**config.mk**
```make
export PLATFORM = sky130hd
export DESIGN_NAME = fetch_line_responder
export DESIGN_NICKNAME = d
export VERILOG_FILES = /design/src/rtl/fetch_line_responder.sv
export SDC_FILE = /design/constraint.sdc
export NUM_CORES = 1
export LEC_CHECK = 0
export CAP_MARGIN = 20
export CORE_AREA = 5 5 194 196
export DETAILED_ROUTE_END_ITERATION = 6
export DIE_AREA = 0 0 199 201
export SKIP_CTS_REPAIR_TIMING = 1
export SYNTH_ARGS = -nofsm -noshare
export SYNTH_HDL_FRONTEND = slang
export SYNTH_SLANG_ARGS = --single-unit
```
**constraint.sdc**
```tcl
create_clock -name clk_i -period 5.44 [get_ports clk_i]
set_input_delay 0.816 -clock clk_i [delete_from_list [all_inputs] [get_ports clk_i]]
set_output_delay 0.816 -clock clk_i [all_outputs]
set_load 0.03 [all_outputs]
```
**src/rtl/fetch_line_responder.sv**
```systemverilog
// Fetch-side line responder: single 4-word line buffer, 1-cycle hits, 4-beat word fill on a miss.
// Optional build macro FETCH_CRITICAL_WORD_FIRST_EN starts each fill at the requested word and wraps.
module fetch_line_responder #(
  parameter int ADDR_W = 32,
  parameter int INSN_W = 32
) (
  input  logic                clk_i,
  input  logic                reset_i,
  input  logic                flush_i,
  input  logic                req_valid_i,
  input  logic [ADDR_W-1:0]   req_pc_i,
  output logic                req_ready_o,
  output logic                resp_valid_o,
  output logic [ADDR_W-1:0]   resp_pc_o,
  output logic [4*INSN_W-1:0] resp_idata_o,
  output logic                mem_req_o,
  output logic [ADDR_W-1:0]   mem_addr_o,
  input  logic                mem_ack_i,
  input  logic [INSN_W-1:0]   mem_rdata_i
);

  localparam int TAG_W  = ADDR_W - 4;
  localparam int LINE_W = 4 * INSN_W;

  typedef enum logic [1:0] {
    S_IDLE = 2'd0,
    S_FILL = 2'd1,
    S_RESP = 2'd2
  } state_t;

  state_t              r_state;
  logic                r_line_valid;
  logic [TAG_W-1:0]    r_tag;
  logic [1:0]          r_beat;
  logic [1:0]          r_start;
  logic [ADDR_W-1:0]   r_pc;
  logic [LINE_W-1:0]   r_line;
  logic [LINE_W-1:0]   r_resp_idata;

  logic                w_accept;
  logic                w_hit;
  logic                w_ack;
  logic [1:0]          w_widx;
  logic [1:0]          w_start_next;
  logic [LINE_W-1:0]   w_line_wr;
  logic                w_unused_pc;

`ifdef FETCH_CRITICAL_WORD_FIRST_EN
  assign w_start_next = req_pc_i[3:2];
`else
  assign w_start_next = 2'b00;
`endif

  assign w_unused_pc = ^req_pc_i[3:0];

  assign req_ready_o  = reset_i && (r_state == S_IDLE) && !flush_i;
  assign w_accept     = req_valid_i && req_ready_o;
  assign w_hit        = r_line_valid && (r_tag == req_pc_i[ADDR_W-1:4]);
  assign w_widx       = r_beat + r_start;
  // Flush withdraws the memory request in the same cycle so a late ack cannot land.
  assign mem_req_o    = (r_state == S_FILL) && !flush_i;
  assign w_ack        = mem_ack_i && mem_req_o;
  assign mem_addr_o   = (r_state == S_FILL) ? {r_tag, w_widx, 2'b00} : {ADDR_W{1'b0}};
  assign resp_valid_o = (r_state == S_RESP) && !flush_i;
  assign resp_pc_o    = r_pc;
  assign resp_idata_o = r_resp_idata;

  // Line buffer image with the incoming beat merged into its word slot.
  always_comb begin
    w_line_wr = r_line;
    for (int k = 0; k < 4; k++) begin
      if (w_widx == 2'(k)) begin
        w_line_wr[k*INSN_W +: INSN_W] = mem_rdata_i;
      end else begin
        w_line_wr[k*INSN_W +: INSN_W] = r_line[k*INSN_W +: INSN_W];
      end
    end
  end

  // Control FSM, line buffer and response registers.
  always_ff @(posedge clk_i or negedge reset_i) begin
    if (!reset_i) begin
      r_state      <= S_IDLE;
      r_line_valid <= 1'b0;
      r_tag        <= {TAG_W{1'b0}};
      r_beat       <= 2'b00;
      r_start      <= 2'b00;
      r_pc         <= {ADDR_W{1'b0}};
      r_line       <= {LINE_W{1'b0}};
      r_resp_idata <= {LINE_W{1'b0}};
    end else begin
      case (r_state)
        S_IDLE: begin
          if (w_accept) begin
            r_pc <= req_pc_i;
            if (w_hit) begin
              r_resp_idata <= r_line;
              r_state      <= S_RESP;
            end else begin
              r_line_valid <= 1'b0;
              r_tag        <= req_pc_i[ADDR_W-1:4];
              r_beat       <= 2'b00;
              r_start      <= w_start_next;
              r_state      <= S_FILL;
            end
          end else begin
            r_state <= S_IDLE;
          end
        end
        S_FILL: begin
          if (flush_i) begin
            r_state <= S_IDLE;
          end else if (w_ack) begin
            r_line <= w_line_wr;
            r_beat <= r_beat + 2'd1;
            if (r_beat == 2'd3) begin
              r_line_valid <= 1'b1;
              r_resp_idata <= w_line_wr;
              r_state      <= S_RESP;
            end else begin
              r_state <= S_FILL;
            end
          end else begin
            r_state <= S_FILL;
          end
        end
        S_RESP: begin
          r_state <= S_IDLE;
        end
        default: begin
          r_state <= S_IDLE;
        end
      endcase
      if (flush_i) begin
        r_line_valid <= 1'b0;
      end
    end
  end

endmodule

```
== Word-level counts from Yosys, hierarchy flattened ==
Index checks and enable logic that the tools add are counted.
Cells by class
  reduce and logical (&&, ||, !) cells: 18
  bitwise gates (word level): 2
  equality and inequality tests: 16
  add/sub/neg operators: 1
  muxes and demuxes: 28
Operator list (count)
  2-to-1 mux 128 bit: 5
  case mux 128 bit (2 select lines): 1
  2-to-1 mux 32 bit: 5
  equality test 28 bit: 1
  2-to-1 mux 2 bit: 9
  != test 2 bit, second input constant: 5
  AND reduction 5 bit: 2
  != test 3 bit, second input constant: 3
  case mux 2 bit (2 select lines): 2
  logical AND 1 bit: 7
  equality test 2 bit, second input constant: 3
  AND reduction 3 bit: 2
  AND reduction 6 bit: 1
  2-to-1 mux 1 bit: 5
  equality test 2 x 1 -> 1 bit, second input constant: 2
  logical NOT 2 bit: 2
  != test 3 x 2 -> 1 bit, second input constant: 1
  nonzero test 3 bit: 1
  adder 2 x 1 -> 2 bit, second input constant: 1
  != test 2 x 1 -> 1 bit, second input constant: 1
  NOT 1 bit: 2
  case mux 1 bit (2 select lines): 1
  AND reduction 2 bit: 1
  nonzero test 2 bit: 1
  logical NOT 1 bit: 1
Storage, ports and cells
  output and inout port bits: 195
  input bits: 69
  flip-flop bits (word level): 321

== Depth between registers and ports, before layout ==
Gate-level depths: netlist of the first run.
  depth after elaboration: 7
  depth in mapped cells: 10

== Least setup slack after synthesis of the first run ==
No wires, ideal clock.
  path type: input port to flip-flop
  start point: input port flush_i
  end point: register r_resp_idata[89], in the netlist resp_idata_o[89]
  data required time: 5.315 ns
  cell stages on the path: 8
  slack: 2.786 ns
  data arrival time: 2.529 ns
  cells stage by stage: nor4b_4 and2_1 buf_2 nand4_4 nand2_2 buf_12 buf_8 mux2_4
On the way
  longest elaborated chain between the ends: 5
  elaborated cells on any way between the ends: 9
  classes of those cells: eq/ne (3); reduce/logical (6)
Ends and longest elaborated chain
  start, declared: line 9  | input logic flush_i,
  logical NOT 1 bit: line 56, 61
  logical AND 1 bit (on tied branches): line 61, 56
  logical AND 1 bit (on tied branches): line 62, 57
  != test 2 bit (no line)
  AND reduction 6 bit (no line) *
  end signal, assigned: line 90  | r_resp_idata <= {LINE_W{1'b0}};
  end signal, assigned: line 97  | r_resp_idata <= r_line;
  end signal, assigned: line 118  | r_resp_idata <= w_line_wr;
  end, declared: line 38  | logic [LINE_W-1:0] r_resp_idata;
Mark *: on every way between the ends. The rest lies on a longest branch, timed or not.
A chain may end at the register's enable or synchronous reset.

== Worst setup path after layout of the first run ==
  start point: input port req_pc_i[31]
  end point: register r_resp_idata[26], in the netlist resp_idata_o[26]
On the way
  longest elaborated chain between the ends: 4
Ends and longest elaborated chain
  start, declared: line 11  | input logic [ADDR_W-1:0] req_pc_i,
  equality test 28 bit: line 58  | assign w_hit = r_line_valid && (r_tag == req_pc_i[ADDR_W-1:4]);
  logical AND 1 bit: line 58
  != test 2 bit (no line)
  AND reduction 6 bit (no line)
No other way between the ends.

==> impl_metrics.toml, run 1 <==
[status]
status = "completed"

[route]
viasPerCell = 5.00
initialDrtViolationCount = 226
ant_nets = 0
drtPass1Iterations = 4
drcViolationCount = 0
dr_total_vias = 8728
routed_wl_mm = 35.1
wl_per_cell_um = 20.1

[grt]
grt_pass1_vias = 9548
grt_max_degree = 77
antenna_found_initial = 0
globalRouteOverflowTotal = 0
track_usage_pct = 17.7
grt_pass1_wl_mm = 56.3

[sta]
drv_slew = 0
hold_violations = 0
setup_tns_ns = 0
finalSetupViolations = 0
fin_crit_sh_pct = 65.7
finalClockSkew_ns = 0.0198
rsz0062_at_grt = "false"
fmax_ghz = 0.280
worstMarginPinSlew_ns = 1.06
maxSlewHeadroom_pct = 29.4
period_needed_ns = 3.58

[floorplanning]
fp.dieH_um = 201
start_util_pct = 40.0
die_area_um2 = 40000
num_rows = 70
coreArea_um2 = 35900
fp.dieW_um = 199
boundaryPins = 264

[synth]
netlist_area_um2 = 14400
syn_inst = 994
ys_seq_area_share_pct = 55.9
syn_avg_cell_area_um2 = 14.5
synth_cell_types = 36
synth_warnings = 0
ys_seq_elements = 321

[cells_and_area]
final_layout_size_suffix_gt1_share_pct = 34.0
final_cells = 1746
nets = 1323
syn_to_final_growth_pct = 29.4
final_util_pct = 51.8
diodes = 0

[setup_path]
arrival_ns = 3.98
path_max_fanout = 65
critPathLaunchType = "primary input"
cp-end-kind = "register"
cp.required_ns = 5.84
path_class = "primary input to register"

[clock_tree]
cts-buffers-inserted = 37
clk_pin_slew_ns = 0.05
clock_latency_ns = 0.52
clk_path_buf_depth = 3
h-tree-depth = 2
numClockSinks = 321
cts_tree = "built"
cts_root_buffer = "clkbuf_16"

[worst_hold_path]
hp-class = "primary input to async pin"

[place]
place_congestion = 0.729
dp.cells = 1678
portBuffers = 261
dp_hpwl_mm = 22.2

[power]
powerDensity_nw_per_um2 = 419
max-vdd-ir-drop_mv = 0.273
p_leak_nw = 8.54

[run]
maxCapViolCount = 0
## critical path: stages
cell             delay, ns
clkdlybuf4s50_1       0.56
xnor2_1               0.15
nand4_1               0.17
nor4_4                0.35
nand4_4               0.12
buf_4                 0.31
nand2_8               0.52
buf_12                0.44
mux2_4                0.34
## area by class of cell
type / count / area [um^2]
clock buffer: 59 / 1150
clock inverter: 8 / 121
fill: 3126 / 17300
inverter: 2 / 7.51
multi-input combinational: 613 / 5940
sequential: 321 / 8030
tap: 468 / 586
timing repair buffer: 275 / 2770
## cell usage in the layout, fill, tap and decap left out, drive strengths merged, types with 2 or more instances in the layout
master           n
a22oi            2
and2            32
buf             15
bufinv           3
clkbuf          59
clkdlybuf4s50  260
clkinv           3
conb             2
dfrtp          321
ha               4
inv              3
mux2           348
nand2          108
nand4            8
nor2             6
nor2b            2
nor4             2
o21a            32
o22a            32
xnor2           25
xor2             3
## logic make-up after synthesis
| logic type | after synthesis | share of synthesized area (%) |
|---|---|---|
| AO/OA/AOI/OAI | 69 | 3.85 |
| XOR/XNOR | 28 | 1.71 |
| adder cells (fa/ha/maj) | 4 | 0.348 |
| buffers and inverters | 61 | 3.16 |
| flip-flops | 321 | 55.9 |
| multiplexers | 348 | 29.5 |
| other | 1 | 0.0261 |
| AND/OR/NAND/NOR | 162 | 5.57 |
## stage by stage
stage               worst slack (ns)  area, um^2  power (W)  hold slack [ns]
CTS                             1.90       18600    0.00792            0.184
floorplan                       2.79       14400    0.00450            0.474
global placement                1.32       17300    0.00526            0.456
detailed placement              1.32       17300    0.00530            0.462
finish                          1.86       18600    0.00780            0.185
global route                    1.70       18600    0.00820            0.204
## Yosys cell counts
| cell | count | area (um^2) |
|---|---|---|
| dfrtp_1 | 321 | 8030 |
| mux2_2 | 262 | 2950 |
| nand2_1 | 106 | 398 |
| mux2_4 | 86 | 1290 |
| and2_1 | 32 | 200 |
| o21a_1 | 32 | 240 |
| o22a_1 | 32 | 280 |
| xnor2_1 | 25 | 219 |
| clkbuf_1 | 18 | 67.6 |
| buf_2 | 16 | 80.1 |
| buf_4 | 9 | 67.6 |
| buf_12 | 8 | 160 |
| nand4_1 | 7 | 43.8 |
| nor2_1 | 6 | 22.5 |
| buf_6 | 4 | 45.0 |
| ha_1 | 4 | 50.1 |
| buf_1 | 3 | 11.3 |
| xor2_1 | 3 | 26.3 |
| a22oi_1 | 2 | 15.0 |
| inv_1 | 2 | 7.51 |
| a21o_1 | 1 | 7.51 |
| a21oi_1 | 1 | 5.00 |
| and3_1 | 1 | 6.26 |
| buf_8 | 1 | 15.0 |
| conb_1 | 1 | 3.75 |
| nand2_2 | 1 | 6.26 |
| nand2_4 | 1 | 11.3 |
| nand2b_1 | 1 | 6.26 |
| nand4_4 | 1 | 21.3 |
| nor2b_1 | 1 | 6.26 |
| nor2b_4 | 1 | 13.8 |
| nor3b_1 | 1 | 7.51 |
| nor4_2 | 1 | 12.5 |
| nor4_4 | 1 | 21.3 |
| nor4b_4 | 1 | 23.8 |
| o21ai_0 | 1 | 5.00 |
## worst paths after layout
path                         startpoint               end  slack, ns  cells after the start
max in group asynchronous       reset_i         r_tag[11]       3.16                      3
setup reg to reg              r_tag[13]  resp_idata_o[26]       2.29                      8
hold reg to reg            resp_pc_o[2]      resp_pc_o[2]       0.47                      2
setup / recovery           req_pc_i[31]  resp_idata_o[26]       1.86                      9
hold / removal                  reset_i        r_line[90]       0.18                      1
min in group clk_i         resp_pc_o[2]      resp_pc_o[2]       0.47                      2
## state kept, by name (all words and copies together) (netlist names)
| signal | count |
|---|---|
| r_beat | 2 |
| resp_idata_o | 128 |
| r_line | 128 |
| r_tag | 28 |
| r_state | 2 |
| resp_pc_o | 32 |
| r_line_valid | 1 |
## metal layers
layer	track usage [%]	vias to the layer above	wire, um
li1	-	4003	-
met3	4.77	50	2260
met1	24.4	4464	15800
met4	4.23	0	709
met2	27.9	211	16400
met5	0	-	0
## power by group
group | total, W | switching (W) | leakage [nW] | internal [W]
sequential | 0.00322 | 0.000297 | 4.26 | 0.00292
combinational | 0.00202 | 0.000937 | 3.66 | 0.00108
clock | 0.00257 | 0.000972 | 0.623 | 0.00159
No activity file was read; power rests on OpenSTA's default activity.
==> run 2, diff against run 1 <==
Clock period 5.44 ns to 3.4 ns, I/O delays scaled along.
==> impl_metrics.toml, run 2 (synthesis gave the netlist of run 1 again) <==
[sta]
hold_violations = 0
setup_tns_ns = 0
fmax_ghz = 0.322
maxSlewHeadroom_pct = 35.5
finalSetupViolations = 0
rsz0062_at_grt = "false"
drv_slew = 0
fin_ws_ns = 0.291
fin_crit_sh_pct = 91.4
period_needed_ns = 3.11
worstMarginPinSlew_ns = 0.966
finalClockSkew_ns = 0.0160

[power]
combPwrFrac_pct = 25.9
p_seq_share_pct = 41.2
max-vdd-ir-drop_mv = 0.349
p_sw_share_pct = 28.2
intPower_w = 0.00897
powerDensity_nw_per_um2 = 667
finalPower_w = 0.0125
p_leak_nw = 8.61
p_clk_share_pct = 32.9
p_switching_w = 0.00353

[route]
wl_per_cell_um = 20.1
drtPass1Iterations = 4
initialDrtViolationCount = 253
ant_nets = 0
drcViolationCount = 0
routed_wl_mm = 35.2
dr_total_vias = 8646
viasPerCell = 4.93

[setup_path]
timing.rr.start = "r_state[0]"
path_max_fanout = 28
ff2ff_setup_slack_ns = 0.61
path_buf_inv = 2
cp_slowest_cell = "clkdlybuf4s50_1"
ff2ff_path_depth = 7
worstSetupPathDepth = 4
setup.worst_path.start = "r_state[0]"
critPathLaunchType = "register"
r2r-end = "resp_idata_o[48]"
path_class = "register to primary output"
cp.required_ns = 2.89
worstSetupEndpoint = "mem_addr_o[25]"
crit_family = "buffers and inverters"
slowest_delay_ns = 0.73
cp-end-kind = "primary output"
crit_chain = "nor2b_2, buf_4, and2_1, clkdlybuf4s50_1"
arrival_ns = 2.60

[run]
maxCapViolCount = 0

[floorplanning]
die_area_um2 = 40000
boundaryPins = 264
num_rows = 70
start_util_pct = 40.0
fp.dieH_um = 201
fp.dieW_um = 199
coreArea_um2 = 35900

[clock_tree]
h-tree-depth = 2
clk_pin_slew_ns = 0.06
numClockSinks = 321
cts-buffers-inserted = 38
cts_root_buffer = "clkbuf_16"
clock_latency_ns = 0.52
clk_path_buf_depth = 3
cts_tree = "built"

[cells_and_area]
syn_to_final_growth_pct = 30.4
final_layout_size_suffix_gt1_share_pct = 34.5
nets = 1331
nFillCells = 3162
stdcell_area_um2 = 18700
final_cells = 1753
layout_commonest_cell = "dfrtp_1"
final_cell_mix = "321 x dfrtp_1, 262 x mux2_2, 260 x clkdlybuf4s50_1"

[grt]
globalRouteOverflowTotal = 0
grt_pass1_wl_mm = 56.0
grt_max_degree = 163
grt_pass1_vias = 9432
antenna_found_initial = 1
track_usage_pct = 17.5

[place]
pre_cts_ws_ns = 0.324
portBuffers = 261
dp.cells = 1685
place_area_um2 = 17400
dp_hpwl_mm = 22.5
place_congestion = 0.742

[worst_hold_path]
hp-class = "primary input to async pin"

[status]
status = "completed"
[run 2: power groups by stage]
| stage | Clock, W | Combinational [W] | Sequential, W |
|---|---|---|---|
| after detailed placement | 0 | 0.00328 | 0.00521 |
| after global placement | 0 | 0.00324 | 0.00518 |
| after floorplan | 0 | 0.00155 | 0.00565 |
| after CTS | 0.00425 | 0.00329 | 0.00515 |
| after global routing | 0.00440 | 0.00348 | 0.00526 |
| final | 0.00411 | 0.00324 | 0.00515 |
[run 2: worst min path at each step]
stage	from	to	slack (ns)	depth (start not counted)
floorplan	reset_i	r_beat[0]	0.21	0
global placement	reset_i	resp_idata_o[90]	0.40	1
detailed placement	reset_i	resp_idata_o[25]	0.40	1
CTS	reset_i	resp_idata_o[121]	-0.16	1
global route	reset_i	resp_idata_o[91]	0.47	2
finish	reset_i	resp_idata_o[27]	0.46	2
[run 2: layout make-up]
class	instances	area, um^2	share of cell area (%)
Antenna cell	1	2.50	0.0133
Clock buffer	62	1240	6.64
Clock inverter	4	48.8	0.260
Inverter	2	7.51	0.0400
Multi-Input combinational cell	613	5940	31.7
Sequential cell	321	8030	42.8
Tap cell	468	586	3.12
Timing Repair Buffer	282	2890	15.4
[run 2: layer usage]
metal	wire length, um	vias up	GRT usage (%)	share of wire [%]
met2	16400	196	27.6	47
met4	531	0	3.74	1.5
li1	-	4024	-	-
met5	0	-	0	0
met1	16000	4391	24.4	46
met3	2260	35	4.82	6.4
[run 2: per-stage QoR]
stage / hold WS [ns] / util (%)
5_1_grt: 0.473 / 52.2
6_report: 0.463 / 52.2
3_5_place_dp: 0.402 / 48.6
2_1_floorplan: 0.214 / -
4_1_cts: -0.161 / 52.2
3_3_place_gp: 0.399 / 48.6
==> run 3, diff against run 2 <==
Settings changed: CORE_AREA 5 5 194 196 to 8 8 197 199, DIE_AREA 0 0 199 201 to 0 0 205 207, REMOVE_ABC_BUFFERS set to 1.
==> impl_metrics.toml, run 3 (synthesis gave the netlist of run 1 again) <==
[floorplanning]
coreArea_um2 = 35900
die_area_um2 = 42400
fp.dieW_um = 205
boundaryPins = 264
start_util_pct = 40.0
num_rows = 70
fp.dieH_um = 207

[grt]
track_usage_pct = 16.7
grt_pass1_vias = 9358
antenna_found_initial = 0
globalRouteOverflowTotal = 0
grt_max_degree = 169
grt_pass1_wl_mm = 56.4

[cells_and_area]
syn_to_final_growth_pct = 29.9
diodes = 0
stdcell_area_um2 = 18700
final_cell_mix = "321 x dfrtp_1, 262 x mux2_2, 260 x clkdlybuf4s50_1"
nets = 1332
final_cells = 1755
final_layout_size_suffix_gt1_share_pct = 34.6
final_util_pct = 52.0
layout_commonest_cell = "dfrtp_1"

[setup_path]
crit_chain = "nor2b_2, buf_4, and2_1, clkdlybuf4s50_1"
path_class = "register to primary output"
slowest_delay_ns = 0.73
arrival_ns = 2.31
crit_family = "buffers and inverters"
path_max_fanout = 28
critPathLaunchType = "register"
cp_slowest_cell = "clkdlybuf4s50_1"
cp.required_ns = 2.89
path_buf_inv = 2
cp-end-kind = "primary output"

[clock_tree]
cts_tree = "built"
clk_pin_slew_ns = 0.06
cts_root_buffer = "clkbuf_16"
h-tree-depth = 2
clk_path_buf_depth = 3
clock_latency_ns = 0.52
cts-buffers-inserted = 37
numClockSinks = 321

[route]
initialDrtViolationCount = 299
drtPass1Iterations = 4
drcViolationCount = 0
routed_wl_mm = 35.8
viasPerCell = 4.96
ant_nets = 0
wl_per_cell_um = 20.4
dr_total_vias = 8710

[status]
status = "completed"

[run]
maxCapViolCount = 0

[sta]
fmax_ghz = 0.355
fin_crit_sh_pct = 82.8
period_needed_ns = 2.82
rsz0062_at_grt = "false"
worstMarginPinSlew_ns = 0.935
maxSlewHeadroom_pct = 37.6
finalSetupViolations = 0
hold_violations = 0
finalClockSkew_ns = 0.0205
setup_tns_ns = 0
drv_slew = 0

[power]
p_leak_nw = 8.59
powerDensity_nw_per_um2 = 656
max-vdd-ir-drop_mv = 0.383
finalPower_w = 0.0123

[place]
portBuffers = 261
place_congestion = 0.721
dp.cells = 1687
place_area_um2 = 17500
dp_hpwl_mm = 23.6

[worst_hold_path]
hp-class = "primary input to async pin"
[run 3: path summary, 6_finish.rpt]
check	slack, ns	from	end	cells past startpoint
max in group asynchronous	1.68	reset_i	r_line[84]	3
hold reg to reg	0.47	resp_pc_o[28]	resp_pc_o[28]	2
hold / removal	0.16	reset_i	resp_idata_o[99]	2
setup / recovery	0.58	r_state[0]	mem_addr_o[25]	4
setup reg to reg	0.73	r_state[0]	resp_idata_o[7]	8
min in group clk_i	0.47	resp_pc_o[28]	resp_pc_o[28]	2
[run 3: report_power, final]
part / switching, W / internal, W / leakage, nW
registers: 0.000472 / 0.00467 / 4.26
logic: 0.00151 / 0.00174 / 3.73
clock network: 0.00155 / 0.00232 / 0.595
[run 3: stage by stage]
stage / hold slack [ns] / setup slack [ns]
floorplan: 0.214 / -1.65
detailed placement: 0.462 / 0.328
finish: 0.160 / 0.585
global placement: 0.459 / 0.375
global route: 0.249 / 0.460
CTS: 0.221 / 0.550
[run 3: metal layers]
layer	track usage, %	vias up	wire length, um
met4	4.46	0	777
met1	21.5	4443	15400
met5	0	-	0
met3	4.26	46	2260
li1	-	4034	-
met2	27.4	187	17400
[run 3: worst reg2reg max path, cell delays in order (launching register included)]
cell     delay, ns
dfrtp_1       0.42
nor2b_2       0.18
buf_4         0.17
nor2b_4       0.17
and2_1        0.37
nand2_4       0.26
nand2_8       0.27
buf_12        0.31
mux2_2        0.40
[run 3: layout make-up]
type                       count  area (um^2)
timing repair buffer         284         2920
fill                        3122        17200
sequential                   321         8030
clock buffer                  56         1100
inverter                       2         7.51
tap                          468          586
clock inverter                11          109
multi-input combinational    613         5930
